==> config.mk <==
export PLATFORM = sky130hd
export DESIGN_NAME = ro_measure_ctrl_flat
export DESIGN_NICKNAME = d
export VERILOG_FILES = /design/src/rtl/ro_puf_pkg.sv /design/src/rtl/ro_measure_ctrl_if.sv /design/src/rtl/ro_window_timer.sv /design/src/rtl/ro_measure_ctrl.sv /design/src/flat_wrapper.sv
export SDC_FILE = /design/constraint.sdc
export NUM_CORES = 1
export LEC_CHECK = 0
export ABC_CLOCK_PERIOD_IN_PS = 2970
export CAP_MARGIN = 10
export CELL_PAD_IN_SITES_DETAIL_PLACEMENT = 0
export CELL_PAD_IN_SITES_GLOBAL_PLACEMENT = 1
export CORE_MARGIN = 2
export CORE_UTILIZATION = 30
export DETAILED_ROUTE_END_ITERATION = 8
export PLACE_DENSITY_LB_ADDON = 0.3
export SYNTH_ARGS = -nofsm -noshare
export SYNTH_HDL_FRONTEND = slang
export SYNTH_SLANG_ARGS = --single-unit
==> constraint.sdc <==
create_clock -name Clock -period 2.97 [get_ports Clock]
set_input_delay 0.594 -clock Clock [delete_from_list [all_inputs] [get_ports Clock]]
set_output_delay 0.594 -clock Clock [all_outputs]
set_load 0.005 [all_outputs]
==> src/rtl/ro_puf_pkg.sv <==
// Shared definitions for the ring-oscillator PUF measurement controller:
// FSM encoding, default parameter values and small elaboration helpers.
package ro_puf_pkg;

  localparam int unsigned CntWidthDef = 32;
  localparam int unsigned RespBitsDef = 8;
  localparam int unsigned WindowDef   = 1024;
  localparam int unsigned SettleDef   = 4;
  localparam int unsigned ClearCycDef = 2;

  typedef enum logic [2:0] {
    StIdle    = 3'd0,
    StClear   = 3'd1,
    StRun     = 3'd2,
    StSettle  = 3'd3,
    StCompare = 3'd4,
    StDone    = 3'd5
  } ro_state_e;

  // Bits needed to hold the values 0 .. n-1 (never less than one bit).
  function automatic int unsigned cnt_bits(input int unsigned n);
    return (n <= 1) ? 1 : $clog2(n);
  endfunction

  function automatic int unsigned max3(input int unsigned a, input int unsigned b,
                                       input int unsigned c);
    int unsigned m;
    m = (a > b) ? a : b;
    return (m > c) ? m : c;
  endfunction

endpackage

==> src/rtl/ro_measure_ctrl_if.sv <==
// Bundle between the measurement controller and its surroundings: request
// handshake, RO counter readback, oscillator control and the response.
interface ro_measure_ctrl_if #(
  parameter int unsigned CNT_WIDTH = ro_puf_pkg::CntWidthDef,
  parameter int unsigned RESP_BITS = ro_puf_pkg::RespBitsDef
);

  logic                 start;
  logic [7:0]           challenge;
  logic [CNT_WIDTH-1:0] count_a;
  logic [CNT_WIDTH-1:0] count_b;
  logic [7:0]           pair_sel;
  logic                 ro_enable;
  logic                 ctr_clear;
  logic                 busy;
  logic                 done;
  logic [RESP_BITS-1:0] response;
  logic [7:0]           tie_cnt;

  // Requester / RO counter side.
  modport master (
    output start, challenge, count_a, count_b,
    input  pair_sel, ro_enable, ctr_clear, busy, done, response, tie_cnt
  );

  // Controller side.
  modport slave (
    input  start, challenge, count_a, count_b,
    output pair_sel, ro_enable, ctr_clear, busy, done, response, tie_cnt
  );

endinterface

==> src/rtl/ro_window_timer.sv <==
// Down-counter shared by the CLEAR, RUN and SETTLE phases. Loading N-1 makes
// the expire flag rise on the N-th cycle after the load.
module ro_window_timer #(
  parameter int unsigned WIDTH = 10
) (
  input  logic             Clock,
  input  logic             Reset,
  input  logic             i_load,
  input  logic [WIDTH-1:0] i_load_val,
  output logic             o_expired
);

  logic [WIDTH-1:0] r_count;

  // Load takes priority; otherwise count down and park at zero.
  always_ff @(posedge Clock or posedge Reset) begin
    if (Reset) begin
      r_count <= '0;
    end else if (i_load) begin
      r_count <= i_load_val;
    end else if (r_count != '0) begin
      r_count <= r_count - WIDTH'(1);
    end
  end

  assign o_expired = (r_count == '0);

endmodule

==> src/rtl/ro_measure_ctrl.sv <==
// Ring-oscillator PUF measurement controller: for each response bit it clears
// the RO counters, runs the selected oscillator pair for a fixed window, lets
// the divided RO clocks drain, then compares the two counts.
module ro_measure_ctrl
  import ro_puf_pkg::*;
#(
  parameter int unsigned CNT_WIDTH = CntWidthDef,
  parameter int unsigned RESP_BITS = RespBitsDef,
  parameter int unsigned WINDOW    = WindowDef,
  parameter int unsigned SETTLE    = SettleDef,
  parameter int unsigned CLEAR_CYC = ClearCycDef
) (
  input logic              Clock,
  input logic              Reset,
  ro_measure_ctrl_if.slave io_bus
);

  // WINDOW, SETTLE and CLEAR_CYC are expected to be at least 1.
  localparam int unsigned TimerW = cnt_bits(max3(WINDOW, SETTLE, CLEAR_CYC));
  localparam int unsigned IdxW   = cnt_bits(RESP_BITS);

  ro_state_e r_state;
  ro_state_e w_state_next;

  logic [7:0]           r_challenge;
  logic [IdxW-1:0]      r_index;
  logic [RESP_BITS-1:0] r_response;
  logic [7:0]           r_tie_cnt;

  logic                 w_load;
  logic [TimerW-1:0]    w_load_val;
  logic                 w_expired;

  logic [CNT_WIDTH-1:0] w_count_a;
  logic [CNT_WIDTH-1:0] w_count_b;
  logic                 w_accept;
  logic                 w_bit;
  logic                 w_tie;
  logic                 w_last;

  logic                 w_ro_enable;
  logic                 w_ctr_clear;
  logic                 w_busy;
  logic                 w_done;

  assign w_count_a = io_bus.count_a;
  assign w_count_b = io_bus.count_b;
  assign w_accept  = (r_state == StIdle) && io_bus.start;
  assign w_bit     = (w_count_a > w_count_b);
  assign w_tie     = (w_count_a == w_count_b);
  assign w_last    = (r_index == IdxW'(RESP_BITS - 1));

  ro_window_timer #(
    .WIDTH (TimerW)
  ) u_timer (
    .Clock      (Clock),
    .Reset      (Reset),
    .i_load     (w_load),
    .i_load_val (w_load_val),
    .o_expired  (w_expired)
  );

  // State register.
  always_ff @(posedge Clock or posedge Reset) begin
    if (Reset) begin
      r_state <= StIdle;
    end else begin
      r_state <= w_state_next;
    end
  end

  // Next state, timer loads on phase entry, and state-decoded outputs.
  always_comb begin
    w_state_next = r_state;
    w_load       = 1'b0;
    w_load_val   = '0;
    w_ro_enable  = 1'b0;
    w_ctr_clear  = 1'b0;
    w_busy       = 1'b1;
    w_done       = 1'b0;
    unique case (r_state)
      StIdle: begin
        w_ctr_clear = 1'b1;
        w_busy      = 1'b0;
        if (io_bus.start) begin
          w_state_next = StClear;
          w_load       = 1'b1;
          w_load_val   = TimerW'(CLEAR_CYC - 1);
        end
      end
      StClear: begin
        w_ctr_clear = 1'b1;
        if (w_expired) begin
          w_state_next = StRun;
          w_load       = 1'b1;
          w_load_val   = TimerW'(WINDOW - 1);
        end
      end
      StRun: begin
        w_ro_enable = 1'b1;
        if (w_expired) begin
          w_state_next = StSettle;
          w_load       = 1'b1;
          w_load_val   = TimerW'(SETTLE - 1);
        end
      end
      StSettle: begin
        if (w_expired) begin
          w_state_next = StCompare;
        end
      end
      StCompare: begin
        if (w_last) begin
          w_state_next = StDone;
        end else begin
          w_state_next = StClear;
          w_load       = 1'b1;
          w_load_val   = TimerW'(CLEAR_CYC - 1);
        end
      end
      StDone: begin
        w_ctr_clear  = 1'b1;
        w_done       = 1'b1;
        w_state_next = StIdle;
      end
      default: begin
        w_state_next = StIdle;
      end
    endcase
  end

  // Challenge capture, bit index, response shift and tie counting.
  always_ff @(posedge Clock or posedge Reset) begin
    if (Reset) begin
      r_challenge <= '0;
      r_index     <= '0;
      r_response  <= '0;
      r_tie_cnt   <= '0;
    end else if (w_accept) begin
      r_challenge <= io_bus.challenge;
      r_index     <= '0;
      r_response  <= '0;
      r_tie_cnt   <= '0;
    end else if (r_state == StCompare) begin
      // First measured bit ends up in the MSB.
      r_response <= RESP_BITS'({r_response, w_bit});
      if (w_tie && (r_tie_cnt != 8'hFF)) begin
        r_tie_cnt <= r_tie_cnt + 8'd1;
      end
      if (!w_last) begin
        r_index <= r_index + IdxW'(1);
      end
    end
  end

  assign io_bus.pair_sel  = r_challenge + 8'(r_index);
  assign io_bus.ro_enable = w_ro_enable;
  assign io_bus.ctr_clear = w_ctr_clear;
  assign io_bus.busy      = w_busy;
  assign io_bus.done      = w_done;
  assign io_bus.response  = r_response;
  assign io_bus.tie_cnt   = r_tie_cnt;

endmodule

==> src/flat_wrapper.sv <==
// flat-port wrapper written by rule: the top's interface ports become plain ports
module ro_measure_ctrl_flat import ro_puf_pkg::*;
#(
  parameter int unsigned CNT_WIDTH = CntWidthDef,
  parameter int unsigned RESP_BITS = RespBitsDef,
  parameter int unsigned WINDOW    = WindowDef,
  parameter int unsigned SETTLE    = SettleDef,
  parameter int unsigned CLEAR_CYC = ClearCycDef
)
  (Clock, Reset, io_bus_start, io_bus_challenge, io_bus_count_a, io_bus_count_b, io_bus_pair_sel, io_bus_ro_enable, io_bus_ctr_clear, io_bus_busy, io_bus_done, io_bus_response, io_bus_tie_cnt);
  ro_measure_ctrl_if #(.CNT_WIDTH(CNT_WIDTH), .RESP_BITS(RESP_BITS)) io_bus_i ();
  input logic Clock;
  input logic Reset;
  input wire logic [$bits(io_bus_i.start)-1:0] io_bus_start;
  input wire logic [$bits(io_bus_i.challenge)-1:0] io_bus_challenge;
  input wire logic [$bits(io_bus_i.count_a)-1:0] io_bus_count_a;
  input wire logic [$bits(io_bus_i.count_b)-1:0] io_bus_count_b;
  output wire logic [$bits(io_bus_i.pair_sel)-1:0] io_bus_pair_sel;
  output wire logic [$bits(io_bus_i.ro_enable)-1:0] io_bus_ro_enable;
  output wire logic [$bits(io_bus_i.ctr_clear)-1:0] io_bus_ctr_clear;
  output wire logic [$bits(io_bus_i.busy)-1:0] io_bus_busy;
  output wire logic [$bits(io_bus_i.done)-1:0] io_bus_done;
  output wire logic [$bits(io_bus_i.response)-1:0] io_bus_response;
  output wire logic [$bits(io_bus_i.tie_cnt)-1:0] io_bus_tie_cnt;
  assign io_bus_i.start = io_bus_start;
  assign io_bus_i.challenge = io_bus_challenge;
  assign io_bus_i.count_a = io_bus_count_a;
  assign io_bus_i.count_b = io_bus_count_b;
  assign io_bus_pair_sel = io_bus_i.pair_sel;
  assign io_bus_ro_enable = io_bus_i.ro_enable;
  assign io_bus_ctr_clear = io_bus_i.ctr_clear;
  assign io_bus_busy = io_bus_i.busy;
  assign io_bus_done = io_bus_i.done;
  assign io_bus_response = io_bus_i.response;
  assign io_bus_tie_cnt = io_bus_i.tie_cnt;
  ro_measure_ctrl #(.CNT_WIDTH(CNT_WIDTH), .RESP_BITS(RESP_BITS), .WINDOW(WINDOW), .SETTLE(SETTLE), .CLEAR_CYC(CLEAR_CYC)) u_core (.Clock(Clock), .Reset(Reset), .io_bus(io_bus_i));
endmodule
---- After elaboration in Yosys (flattened, before gate mapping) ----
Cells that the tools add are included.
Widths: inputs -> output; s select.
word-level totals
  output and inout bits ................... 28
  register bits ........................... 40
  logic and storage cells ................. 66
operators by class
  muxes and demuxes ....................... 29
  eq/ne operators ......................... 13
  $lt $le $gt $ge ......................... 1
  $add $sub $neg .......................... 4
  reduce and logical (&&, ||, !) cells .... 13
operators by type and width
  operator               number
  $mux 8                 5
  $pmux 10 s4            1
  $eq 32x32->1           1
  $gt 32x32->1           1
  $mux 10                3
  $mux 3                 8
  $pmux 3 s5             1
  $logic_not 10->1       1
  $reduce_bool 10->1     1
  $sub 10x1->10 const B  1
  $eq 3x3->1 const B     3
  $mux 1                 9
  $add 8x1->8 const B    1
  $add 8x3->8            1
  $ne 2x2->1 const B     4
  $ne 8x8->1 const B     1
  $eq 3x2->1 const B     2
  $reduce_bool 2->1      3
  $reduce_and 2->1       2
  $reduce_and 4->1       1
  $add 3x1->3 const B    1
  $eq 3x1->1 const B     1
  $logic_not 3->1        1
  $pmux 1 s3             1
  5 further kinds        6

---- Longest topological paths before layout ----
Gate-level depths: netlist of run 1.
  word-level depth ........................ 5
  gate-level depth with buffers ........... 8
  depth with buffers taken out ............ 7

---- Cells and area by module ----
A second synthesis of run 1 with hierarchy kept.
second synthesis, totals
  cell total of the unflattened synthesis .. 357
  area, all modules ....................... 3091.7 um^2
by module, submodules not included
  module           sequential area each (um^2)  area an instance (um^2)  instances  cells each
  ro_measure_ctrl  750.7                        2398.6                   1          281
  ro_window_timer  250.2                        693.2                    1          76

---- Worst setup path after synthesis of run 1 ----
OpenSTA, ideal clock, no wires.
  path type ............................... input -> register
  start ................................... input port io_bus_count_b[26]
  end ..................................... register u_core.r_tie_cnt[4], in the netlist u_core.io_bus.tie_cnt[4]
  arrival ................................. 2.030 ns
  path buffers ............................ 1
  setup slack ............................. 0.814 ns
  stages .................................. 8
  path through ............................ inv_1 ha_1 nand4_1 nor4_2 and3_1 buf_4 nand4_1 mux2i_1
on the way
  word-level cells in the longest chain between the ends .. 4
RTL lines
  what                         RTL line                source
  start: declaration           flat_wrapper.sv:17      input wire logic [$bits(io_bus_i.count_b)-1:0] io_bus_count_b;
  $eq 32x32->1                 ro_measure_ctrl.sv:50   assign w_tie = (w_count_a == w_count_b);
  $logic_and 1x1->1            ro_measure_ctrl.sv:147  if (w_tie && (r_tie_cnt != 8'hFF)) begin
  $reduce_bool 2->1 (no line)  --
  $reduce_and 2->1 (no line)   --
  end signal: assignment       ro_measure_ctrl.sv:148  r_tie_cnt <= r_tie_cnt + 8'd1;
  end: declaration             ro_measure_ctrl.sv:28   logic [7:0] r_tie_cnt;
Every way passes these cells.
A chain may end at the register's enable or synchronous reset.

---- Worst setup path in the final report of run 1 ----
  start ................................... register u_core.r_index[1]
  end ..................................... output port io_bus_pair_sel[7]
on the way
  word-level cells in the longest chain between the ends .. 1
RTL lines
  what                      RTL line                source
  start: declaration        ro_measure_ctrl.sv:26   logic [IdxW-1:0] r_index;
  start signal: assignment  ro_measure_ctrl.sv:151  r_index <= r_index + IdxW'(1);
  $add 8x3->8               ro_measure_ctrl.sv:156  assign io_bus.pair_sel = r_challenge + 8'(r_index);
  end: declaration          flat_wrapper.sv:18      output wire logic [$bits(io_bus_i.pair_sel)-1:0] io_bus_pair_sel;
Every way passes these cells.

==> run_results.csv, run 1 <==
group,metric,value,unit
critical_path,critical_path_class,"register to primary output",
routing,wl,7380,µm
synth,synth_cells,335,
timing,grt_setup_unrepaired,"no",
synth,yosys.area_share.simple,20.9,%
job,drv_cap,0,
synth,synth-compound-area-share,12.7,%
floorplan,num_io_pins,103,
synth,ys_top_cells_by_count,"nand2_1, inv_1, dfrtp_1, ha_1, nor2_1",
routing,drt_iter0_markers,69,
timing,slew_viol_final,0,
floorplan,die_x,103,µm
timing,hold_viol_final,0,
finish,utilization,45.3,%
synth,yosysWarnings,0,
critical_path,cp_max_fo,3,
synth,ys_seq_area_share,34.3,%
routing,first_pass_iters,4,
synth,yosysUniqueCellTypes,50,
synth,yosys.area.top_type_share,34.3,%
critical_path,rrSetupSlack,760,ps
synth,syn-num-nets,451,
synth,async_flop_share,100,%
global_routing,grt_overflow_total,0,
critical_path,r2r_end,"u_core.io_bus.tie_cnt[4]$_DFFE_PP0P_",
clocking,clk_latency,290,ps
routing,routed_via_density,4.61,
timing,setup_violations,0,
timing,tns,0,ps
clocking,cts_buffers,5,
global_routing,grt_start_max_net_pins,41,
timing,max_freq,357,MHz
synth,synth_flop_cell,"dfrtp_1",
floorplan,die_y,103,µm
critical_path,r2r-start,"u_core.r_state[1]$_DFFE_PP0P_",
timing,relSlewSlack,65.0,%
timing,post-route-period-util,94.2,%
clocking,cts.sinks,40,
synth,synth_xor_area_share,5.41,%
routing,dr_total_vias,2633,
power,finalPower,1.24,mW
timing,tightest_slew,525,ps
synth,synthAdderAreaFrac,17.9,%
placed_design,port_buffers,102,
clocking,root_buffer,"clkbuf_8",
synth,synth_top_area_cell,"dfrtp_1",
clocking,cts-htree-levels,2,
floorplan,rows,35,
power,ir_drop,162,µV
power,pwr_density_cell,294,mW/mm²
synth,yosysMostFrequentCell,"nand2_1",
critical_path,r2r_cells,5,
critical_path,critPathArrivalTime,2200,ps
placed_design,hpwl,5840,µm
critical_path,worstSetupEndpointType,"primary output",
synth,synth_mux_area_share,1.76,%
finish,fillers,938,
finish,antenna_cells,0,
finish,area_growth,44.9,%
routing,wire_per_inst,12.9,µm
clocking,cts_tree,"built",
critical_path,required,2380,ps
status,outcome,"completed",
clocking,clk_pin_slew,80,ps
clocking,clock_path_buffers,2,
finish,nets,557,
finish,drive_gt1_share,5.66,%
routing,postRouteAntennaNets,0,
synth,syn_area_per_cell,8.70,µm²
synth,synth_seq_cells,40,
floorplan,coreArea,0.00933,mm²
global_routing,grt_usage,14.6,%
floorplan,start_util,31.3,%
worst_hold_path,worstHoldStart,"u_core.r_challenge[2]$_DFFE_PP0P_",
critical_path,critical_path.startpoint_type,"register",
global_routing,antenna_found_initial,0,
routing,drc_errors,0,
floorplan,die_area,0.0105,mm²
synth,synth_edf_count,0,
global_routing,grt_pass1_wl,12300,µm
synth,synth_top_family_by_area,"simple AND/OR/NAND/NOR gates",
power,leakage,2.03,nW
placed_design,place.gp.congestion,0.793,
synth,synth.area.top_cells,"dfrtp_1, ha_1, nand2_1, inv_1, xnor2_1",
worst_hold_path,hold_depth,2,
worst_hold_path,hp-class,"register to register",
timing,period_needed,2800,ps
synth,syn_area,0.00292,mm²
global_routing,grt_pass1_vias,2680,
timing,fin_worst_skew,5.18,ps
worst_hold_path,holdPathEnd,"u_core.r_challenge[2]$_DFFE_PP0P_",
timing repair:
item | in CTS | in global routing
pin swaps | 0 | 1
resized for setup | 1 | 2
setup endpoints to repair | 1 | 1
hold buffers | 0 | 0
buffers inserted | 1 | 0
placed cells by master (no fill, tap or decap), drive strengths merged, types with 2 or more instances in the layout:
master / n
dfrtp: 40
and2: 2
nor2: 17
xor2: 5
and4: 2
a21oi: 18
or4: 2
nor3: 7
nand4: 13
nand2: 55
clkdlybuf4s50: 101
a21o: 5
ha: 40
clkbuf: 7
buf: 6
xnor2: 13
and3: 5
nor2b: 3
mux2i: 4
inv: 42
nand3: 5
nor4: 3
nor3b: 2
a211oi: 4
o21ai: 23
critical path: stages (launching register included):
cell and delay [ps]:
dfrtp_1 410, ha_1 300, a21o_1 160, a21oi_1 210
nor2b_1 90, nand4_1 110, xnor2_1 120, clkdlybuf4s50_1 510
power by group:
| part | internal [mW] | switching (mW) |
|---|---|---|
| sequential | 0.544 | 0 |
| combinational | 0.126 | 0.0758 |
| clock | 0.297 | 0.199 |
worst max-delay path by stage:
stage	startpoint	slack (ps)	to
floorplan	io_bus_count_b[26]	810	u_core.io_bus.tie_cnt[4]$_DFFE_PP0P_
global placement	io_bus_count_b[15]	250	u_core.io_bus.tie_cnt[4]$_DFFE_PP0P_
detailed placement	io_bus_count_b[26]	200	u_core.io_bus.tie_cnt[4]$_DFFE_PP0P_
CTS	u_core.r_index[0]$_DFFE_PP0P_	5	io_bus_pair_sel[6]
global route	u_core.r_index[1]$_DFFE_PP0P_	60	io_bus_pair_sel[7]
finish	u_core.r_index[1]$_DFFE_PP0P_	170	io_bus_pair_sel[7]
cells by family after synthesis:
kind of cell               count (synthesis)
AOI/OAI and AO/OA                         60
and+or+nand+nor                          120
xor gates and xnor gates                  18
muxes                                      5
buffers and inverters                     51
adders and majority gates                 41
DFF                                       40
final cells by class:
type,count,area (µm²),area share [%]
repair buffers,108,1070,25.3
inverters,42,158,3.73
well taps,129,161,3.82
flip-flops and latches,40,1000,23.7
multi-input cells,244,1710,40.5
clock buffers,7,96.3,2.28
clock inverters,1,30.0,0.711
registers in the layout, indices dropped and copies added (netlist names):
register                flops
u_core.io_bus.tie_cnt       8
u_core.io_bus.response      8
u_core.r_state              3
u_core.r_challenge          8
u_core.u_timer.r_count     10
u_core.r_index              3
stage by stage:
| step | cells | area (µm²) | hold WS [ps] | setup slack, ps |
|---|---|---|---|---|
| 6_report | 571 | 4230 | 481 | 171 |
| 2_1_floorplan | 335 | 2920 | 450 | 814 |
| 3_5_place_dp | 562 | 4090 | 467 | 199 |
| 3_3_place_gp | 562 | 4090 | 464 | 249 |
| 4_1_cts | 571 | 4220 | 488 | 5.50 |
| 5_1_grt | 571 | 4230 | 532 | 56.2 |
layer usage:
metal	vias to the layer above	wire, µm	track usage (%)
li1	1363	-	-
met1	1198	3450	18.6
met2	58	3460	25.3
met3	14	315	2.71
met4	0	153	4.41
met5	-	0	0
Power figures use the tool's default switching activity.
==> run 2: changes to the inputs <==
- CAP_MARGIN: 10 -> not set
- CORE_MARGIN: 2 -> not set
- HOLD_SLACK_MARGIN: not set -> 0.05
==> run_results.csv, run 2 (synthesis results as in run 1) <==
group,metric,value,unit
timing,max_freq,360,MHz
global_routing,grt_pass1_vias,2621,
power,power_switching,0.262,mW
floorplan,coreArea,0.00933,mm²
clocking,cts_tree,"built",
power,cellInternalPower,0.859,mW
routing,first_pass_iters,4,
clocking,cts.sinks,40,
clocking,cts_buffers,5,
global_routing,antenna_found_initial,0,
critical_path,required,2380,ps
global_routing,grt_usage,14.9,%
critical_path,cp.buffers_inverters,2,
finish,final_area,0.00419,mm²
clocking,clk_latency,290,ps
power,pwr_density_cell,268,mW/mm²
global_routing,grt_overflow_total,0,
critical_path,critical_path.startpoint_type,"register",
placed_design,placed_cells,562,
floorplan,rows,35,
floorplan,die_area,0.0101,mm²
critical_path,worstPathCellList,"ha_1 > inv_1 > fa_1 > nor2b_1 > o21ai_1 > xnor2_1 > clkdlybuf4s50_1",
critical_path,rrSetupSlack,760,ps
placed_design,placed_cell_area,0.00409,mm²
power,p_seq_share,48.5,%
timing,tightest_slew,527,ps
timing,period_needed,2770,ps
worst_hold_path,hp-class,"register to register",
critical_path,crit_path_max_incr_delay,520,ps
timing,setup_violations,0,
finish,nets,557,
status,outcome,"completed",
finish,drive_gt1_share,5.20,%
timing,grt_setup_unrepaired,"no",
placed_design,port_buffers,102,
clocking,cts-htree-levels,2,
power,ir_drop,152,µV
power,swShare,23.4,%
critical_path,cp_max_fo,2,
timing,tns,0,ps
critical_path,critical_path_class,"register to primary output",
finish,area_growth,43.7,%
power,leakage,2.01,nW
routing,dr_total_vias,2651,
critical_path,crit_slowest_cell,"clkdlybuf4s50_1",
finish,largest_register,"u_core.u_timer.r_count",
timing,post-route-period-util,93.4,%
power,power_frac_comb,17.8,%
power,clockPowerShare,33.7,%
placed_design,place.gp.congestion,0.789,
critical_path,path_delay_family,"adder cells",
finish,antenna_cells,0,
timing,hold_viol_final,0,
finish,layout_common_cells,"clkdlybuf4s50_1, nand2_1, inv_1, ha_1, dfrtp_1",
clocking,clock_path_buffers,2,
floorplan,start_util,31.3,%
timing,fin_worst_skew,5.07,ps
clocking,clk_pin_slew,80,ps
timing,relSlewSlack,64.9,%
floorplan,num_io_pins,103,
clocking,root_buffer,"clkbuf_8",
finish,layout_commonest_cell,"clkdlybuf4s50_1",
critical_path,critPathArrivalTime,2180,ps
finish,largest_reg_flops,10,
routing,wl,7130,µm
routing,wire_per_inst,12.5,µm
job,drv_cap,0,
routing,routed_via_density,4.64,
floorplan,die_x,101,µm
routing,drt_iter0_markers,87,
global_routing,grt_pass1_wl,12000,µm
finish,final_cells,571,
timing,layout_setup_ws,195,ps
routing,drc_errors,0,
critical_path,worstSetupEndpointType,"primary output",
routing,postRouteAntennaNets,0,
floorplan,die_y,101,µm
placed_design,pre_cts_ws,256,ps
timing,slew_viol_final,0,
placed_design,hpwl,5650,µm
global_routing,grt_start_max_net_pins,41,
timing,timing.hold.ws,493,ps
-- run 2: repair_timing --
action                     4_1_cts  5_1_grt
hold buffers                     0        0
setup endpoints to repair        1        2
gates resized for setup          0        3
setup buffers                    1        0
-- run 2: final timing paths --
kind / to / start / cells past startpoint
worst min register to register: u_core.r_challenge[2]$_DFFE_PP0P_ / u_core.r_challenge[2]$_DFFE_PP0P_ / 2
worst max-delay path: io_bus_pair_sel[4] / u_core.r_index[0]$_DFFE_PP0P_ / 7
max in group asynchronous: u_core.io_bus.response[1]$_DFFE_PP0P_ / Reset / 3
worst min-delay path: u_core.r_challenge[2]$_DFFE_PP0P_ / u_core.r_challenge[2]$_DFFE_PP0P_ / 2
min in group asynchronous: u_core.r_challenge[7]$_DFFE_PP0P_ / Reset / 3
worst max register to register: u_core.io_bus.tie_cnt[4]$_DFFE_PP0P_ / u_core.r_state[1]$_DFFE_PP0P_ / 5
-- run 2: layout make-up --
| type | count | area, µm² |
|---|---|---|
| clock buffers | 8 | 90.1 |
| multi-input cells | 244 | 1710 |
| flip-flops and latches | 40 | 1000 |
| well taps | 129 | 161 |
| fillers | 946 | 5140 |
| repair buffers | 108 | 1070 |
| inverters | 42 | 158 |
-- run 2: through the flow --
step                      util (%)  power, mW
final                         44.9       1.12
after global routing          44.9       1.18
after CTS                     44.9       1.14
after detailed placement      43.8      0.757
after global placement        43.8      0.756
after floorplan                  -      0.637
-- run 2: power by group through the flow --
stage / clock (mW) / combinational, mW / sequential, mW
final: 0.378 / 0.200 / 0.544
after detailed placement: 0 / 0.202 / 0.555
after global placement: 0 / 0.201 / 0.555
after floorplan: 0 / 0.0817 / 0.555
after global routing: 0.410 / 0.228 / 0.544
after CTS: 0.394 / 0.204 / 0.544
-- run 2: worst register-to-register path: stages (launching register included) --
cell and delay [ps]:
dfrtp_1 500, or3b_1 600, a41oi_1 400, and3_1 330
nand4_1 140, mux2i_1 140
-- run 2: per-layer routing --
layer / global-route usage, % / wire (µm) / up-vias / part of all wire [%]
li1: - / - / 1362 / -
met1: 19.4 / 3430 / 1217 / 48
met2: 25.2 / 3330 / 65 / 47
met3: 2.70 / 296 / 7 / 4.2
met4: 4.24 / 72 / 0 / 1.0
met5: 0 / 0 / - / 0
